`config.mk`:
```
export PLATFORM = sky130hd
export DESIGN_NAME = delta_block_sequencer
export DESIGN_NICKNAME = d
export VERILOG_FILES = /design/src/rtl/delta_block_sequencer.sv
export SDC_FILE = /design/constraint.sdc
export NUM_CORES = 1
export LEC_CHECK = 0
export BUFFER_PORTS_ARGS = -buffer_cell sky130_fd_sc_hd__buf_4
export CAP_MARGIN = 20
export CORE_ASPECT_RATIO = 2
export CORE_UTILIZATION = 49
export CTS_CLUSTER_DIAMETER = 120
export DETAILED_ROUTE_END_ITERATION = 6
export GPL_ROUTABILITY_DRIVEN = 0
export PLACE_DENSITY = 0.86
export SLEW_MARGIN = 20
export SYNTH_ARGS = -nofsm -noshare
export SYNTH_HDL_FRONTEND = slang
export SYNTH_SLANG_ARGS = --single-unit
```
`constraint.sdc`:
```
create_clock -name clk -period 2.15 [get_ports clk]
set_input_delay 0.1075 -clock clk [delete_from_list [all_inputs] [get_ports clk]]
set_output_delay 0.1075 -clock clk [all_outputs]
set_load 0.01 [all_outputs]
```
`src/rtl/delta_block_sequencer.sv`:
```
// delta_block_sequencer
// Collects a sample stream into 9-sample blocks and presents each block in
// parallel to the delta datapath. It then waits out the datapath latency,
// captures the nine results, and replays them downstream one beat at a time.
// Short blocks are padded with their last sample, so the padded deltas come
// out as zero. Only the real samples are emitted.
module delta_block_sequencer #(
  parameter int DATA_W     = 8,
  parameter int DP_LATENCY = 1,
  parameter int CNT_W      = 16
) (
  input  logic                clk,
  input  logic                rst_n,
  input  logic [DATA_W-1:0]   s_data,
  input  logic                s_valid,
  input  logic                s_last,
  output logic                s_ready,
  output logic [9*DATA_W-1:0] dp_in,
  input  logic [9*DATA_W-1:0] dp_out,
  output logic [DATA_W-1:0]   m_data,
  output logic                m_valid,
  input  logic                m_ready,
  output logic                m_first,
  output logic                m_last,
  output logic                busy,
  output logic [CNT_W-1:0]    block_count
);

  localparam int             WCW       = (DP_LATENCY < 1) ? 1 : $clog2(DP_LATENCY + 1);
  localparam logic [WCW-1:0] WAIT_LOAD = WCW'(DP_LATENCY);
  localparam logic [3:0]     LAST_SLOT = 4'd8;

  typedef enum logic [1:0] {
    S_FILL,
    S_WAIT,
    S_DRAIN
  } state_t;

  state_t            state;
  logic [DATA_W-1:0] samples [9];
  logic [DATA_W-1:0] results [9];
  logic [3:0]        k;
  logic [3:0]        n;
  logic [3:0]        idx;
  logic [WCW-1:0]    wait_cnt;

  // The datapath sees the sample buffer directly, so dp_in stays stable for as long as the buffer is untouched.
  always_comb begin
    dp_in = '0;
    for (int j = 0; j < 9; j++) begin
      dp_in[j*DATA_W +: DATA_W] = samples[j];
    end
  end

  // Sequencer FSM: fill, wait for the datapath, then drain results with all handshake outputs registered.
  always_ff @(posedge clk or negedge rst_n) begin
    if (!rst_n) begin
      state       <= S_FILL;
      k           <= '0;
      n           <= '0;
      idx         <= '0;
      wait_cnt    <= '0;
      s_ready     <= 1'b1;
      m_valid     <= 1'b0;
      m_first     <= 1'b0;
      m_last      <= 1'b0;
      m_data      <= '0;
      busy        <= 1'b0;
      block_count <= '0;
      for (int j = 0; j < 9; j++) begin
        samples[j] <= '0;
        results[j] <= '0;
      end
    end else begin
      case (state)
        S_FILL: begin
          if (s_valid) begin
            for (int j = 0; j < 9; j++) begin
              if ((4'(j) == k) || (s_last && (4'(j) > k))) begin
                samples[j] <= s_data;
              end
            end
            if ((k == LAST_SLOT) || s_last) begin
              state    <= S_WAIT;
              wait_cnt <= WAIT_LOAD;
              n        <= k + 4'd1;
              s_ready  <= 1'b0;
              busy     <= 1'b1;
            end else begin
              k <= k + 4'd1;
            end
          end
        end

        S_WAIT: begin
          if (wait_cnt == '0) begin
            for (int j = 0; j < 9; j++) begin
              results[j] <= dp_out[j*DATA_W +: DATA_W];
            end
            idx     <= '0;
            state   <= S_DRAIN;
            m_valid <= 1'b1;
            m_data  <= dp_out[DATA_W-1:0];
            m_first <= 1'b1;
            m_last  <= (n == 4'd1);
          end else begin
            wait_cnt <= wait_cnt - 1'b1;
          end
        end

        S_DRAIN: begin
          if (m_ready) begin
            if (idx == n - 4'd1) begin
              state       <= S_FILL;
              k           <= '0;
              block_count <= block_count + 1'b1;
              s_ready     <= 1'b1;
              busy        <= 1'b0;
              m_valid     <= 1'b0;
              m_first     <= 1'b0;
              m_last      <= 1'b0;
            end else begin
              idx     <= idx + 4'd1;
              m_data  <= results[idx + 4'd1];
              m_first <= 1'b0;
              m_last  <= ((idx + 4'd1) == (n - 4'd1));
            end
          end
        end

        default: begin
          state   <= S_FILL;
          s_ready <= 1'b1;
          busy    <= 1'b0;
          m_valid <= 1'b0;
        end
      endcase
    end
  end

endmodule

```
==> reports/summary.txt <==
Run status - finished clean
First-pass GRT wire length - 37.7 mm
Vias in the first global route - 7267
Core Rows - 67
Placed Instances - 1156
RSZ-0062 raised after global routing - yes
CP Capture Type - flip-flop
Setup Fix Bufs, Post-CTS - 0
Worst R2R Start - state[1]$_DFFE_PN0P_
Root buf cell - clkbuf_16
Mean Syn Cell Area - 10.8 sq um
Largest area contributor in the netlist - dfrtp_1
Synth-to-Final Area Change - 37.5%
Worst Reg2Reg Path Length in Cells - 5
Hold EP - dp_in[2]$_DFFE_PN0P_
Wire per inst - 19.5 microns
Synth Area in Simple Gates - 15.6%
Mux cell area share after synthesis - 14.4%
CTS Sinks - 188
IO Pins - 186
Worst Tran Pin Value - 727 ps
Initial antenna violation count - 0
Largest cells by area after synthesis - dfrtp_1, nand2_1, mux2_2
WL final - 24.6 mm
Worst Setup SP - state[1]$_DFFE_PN0P_
Core region area - 0.0167 sq mm
Post-Synth XOR/XNOR Area - 3.44%
PortBufs - 185
Total CTS buffers - 17
Core Util, Final - 68.6%
Worst Skew - 10.5 ps
Synth Instances - 771
Maxcap violations - 0
Die Ht - 186 microns
FF+latch count, synth - 188
GRT Total Usage - 28.6%
CTS tree - yes
Overflow left after global routing - 0
Number of flops mapped to enable cells by yosys - 0
Hold Crit Class - input pin to flip-flop
DRT iter0 DRCs - 397
Hold path startpoint - s_data[2]
Arr. time, crit path - 2390 ps
Layout Cells excl Fill - 1262
Dpl cell area - 0.0101 sq mm
Tmin final - 2080 ps
FFs w/ async S/R, synth - 100%
Vias per inst - 5.45
Crit Path Category - flip-flop to flip-flop
HPWL reported at the end of detailed placement - 15.8 mm
Setup crit start kind - flip-flop
Syn nets - 864
R2R Setup Slk - 70 ps
Max clock buf depth - 2
Most Crowded Layer GR - met2
Final setup vio count - 0
TritonRoute pass-1 iters - 4
Register area share after synthesis - 56.6%
Worst-path clk slew - 80 ps
Final Hold Vio Count - 0
Peak VDD IR - 0.00108 V
Starting density of the core - 49.9%
Min-Delay Path Depth - 2
Main combinational cell family by area after synthesis - simple AND/OR/NAND/NOR gates
Final instance area - 0.0114 sq mm
Largest net degree at the start of global routing - 78
Synth warn - 0
Max-slew headroom - 51.5%
DR vias - 6881
Met3 Usage GRT - 5.93%
# DRC - 0
H-Tree Depth - 4
Grt met1 use - 30.7%
Worst R2R End - dp_in[1]$_DFFE_PN0P_
Synth Area in Compound Gates - 6.21%
Worst-Skew Late Latency - 430 ps
Synthesized cell area - 0.00832 sq mm
Cell leakage power - 5.62 nW
# nets final - 1135
Die Span X - 94.1 microns
Maximum clock rate - 480 MHz
Maximum fanout along the worst path - 8
Post-synthesis adder-cell area fraction - 1.20%
Yosys cell types - 50
PnR worst setup slack - 66.7 ps
GR Util met2 - 51.3%
Die area - 0.0175 sq mm
Detail Route Antenna Nets - 0
Power density over the cells - 1420 mW/mm^2
Final worst path period share - 96.9%
Share of cells above drive strength 1 - 32.3%
Worst endpoint required time - 2460 ps
Post-synth top area share - 56.3%
Ys flop type - dfrtp_1
Antenna diodes - 0
Pre-CTS setup slack - 68.7 ps
Slew Viols, Final - 0
==> report_power, final <==
group / switching [mW] / internal, mW
Combinational: 3.62 / 3.30
Sequential: 1.06 / 5.14
Clock: 1.49 / 1.64
==> logic make-up after synthesis <==
logic type,count (synthesis)
compound gates,75
simple gates,307
flops,188
fa+ha+maj,8
buf+inv,52
mux,110
xor+xnor,31
==> worst max-delay path by stage <==
stage / to / slack (ps) / cells after the start
2_1_floorplan: dp_in[10]$_DFFE_PN0P_ / 100 / 6
3_3_place_gp: dp_in[25]$_DFFE_PN0P_ / 150 / 5
3_5_place_dp: block_count[13]$_DFFE_PN0P_ / 70 / 8
4_1_cts: block_count[13]$_DFFE_PN0P_ / 30 / 8
5_1_grt: block_count[15]$_DFFE_PN0P_ / -50 / 8
6_report: dp_in[1]$_DFFE_PN0P_ / 70 / 5
==> timing repair <==
action | in CTS | in global routing
endpoints found under the hold margin | 129 | 0
hold buffers | 74 | 0
resized for setup | 0 | 8
endpoints found under the setup margin | 0 | 14
==> cell type report <==
type	count	area [sq um]
Fill cell	1159	5250
Sequential cell	188	4710
Multi-Input combinational cell	531	3450
Timing Repair Buffer	289	2390
Clock buffer	17	425
Tap cell	207	259
Clock inverter	15	153
Inverter	15	56.3
==> critical path: stages, from the launching register on <==
cell	delay, ps
dfrtp_1	390
or3b_4	420
nand2b_4	200
nor2_1	250
nand2_1	330
mux2_2	370
==> sequential cells by signal, summed over array words and instances (netlist names) <==
register	flops
state	2
m_data	8
m_last	1
results	72
wait_cnt	1
busy	1
block_count	16
dp_in	72
m_valid	1
k	4
idx	4
s_ready	1
n	4
m_first	1
==> per-layer routing <==
metal	part of all wire [%]	up-vias	wire length (microns)
li1	-	3146	-
met1	35	3358	8670
met2	54	294	13300
met3	5.3	83	1290
met4	5.2	0	1270
met5	0	-	0
==> cell usage in the layout, fill, tap and decap left out, types with 4 or more instances in the layout <==
cell	instances
nor3_1	6
dfrtp_1	185
inv_6	5
mux2i_1	35
inv_1	15
buf_4	212
nand3_1	16
nand2b_1	4
a22oi_1	26
a21oi_1	15
xor2_1	15
xnor2_1	15
nor2_1	14
ha_1	8
mux2_2	75
nand4_1	4
a31oi_1	9
dlygate4sd3_1	74
o21ai_0	11
nand2_1	233
and2_1	6
clkbuf_16	17
==> Yosys cell counts (all sizes together) (7+ instances only) <==
cell type  number
a21oi          16
a22oi          26
a31oi           9
buf            12
clkbuf         25
dfrtp         187
ha              8
inv            15
mux2           75
mux2i          35
nand2         234
nand3          16
nor2           16
nor3            8
nor4            7
o21ai          12
xnor2          15
xor2           15
==> stage by stage <==
step	TNS [ps]	hold WS [ps]	total power [mW]
6_report	0	17.5	16.2
5_1_grt	-137	8.38	17.1
4_1_cts	0	3.85	16.1
3_5_place_dp	0	96.5	12.7
3_3_place_gp	0	96.1	12.5
2_1_floorplan	0	-188	9.90
Power figures use the tool's default switching activity.
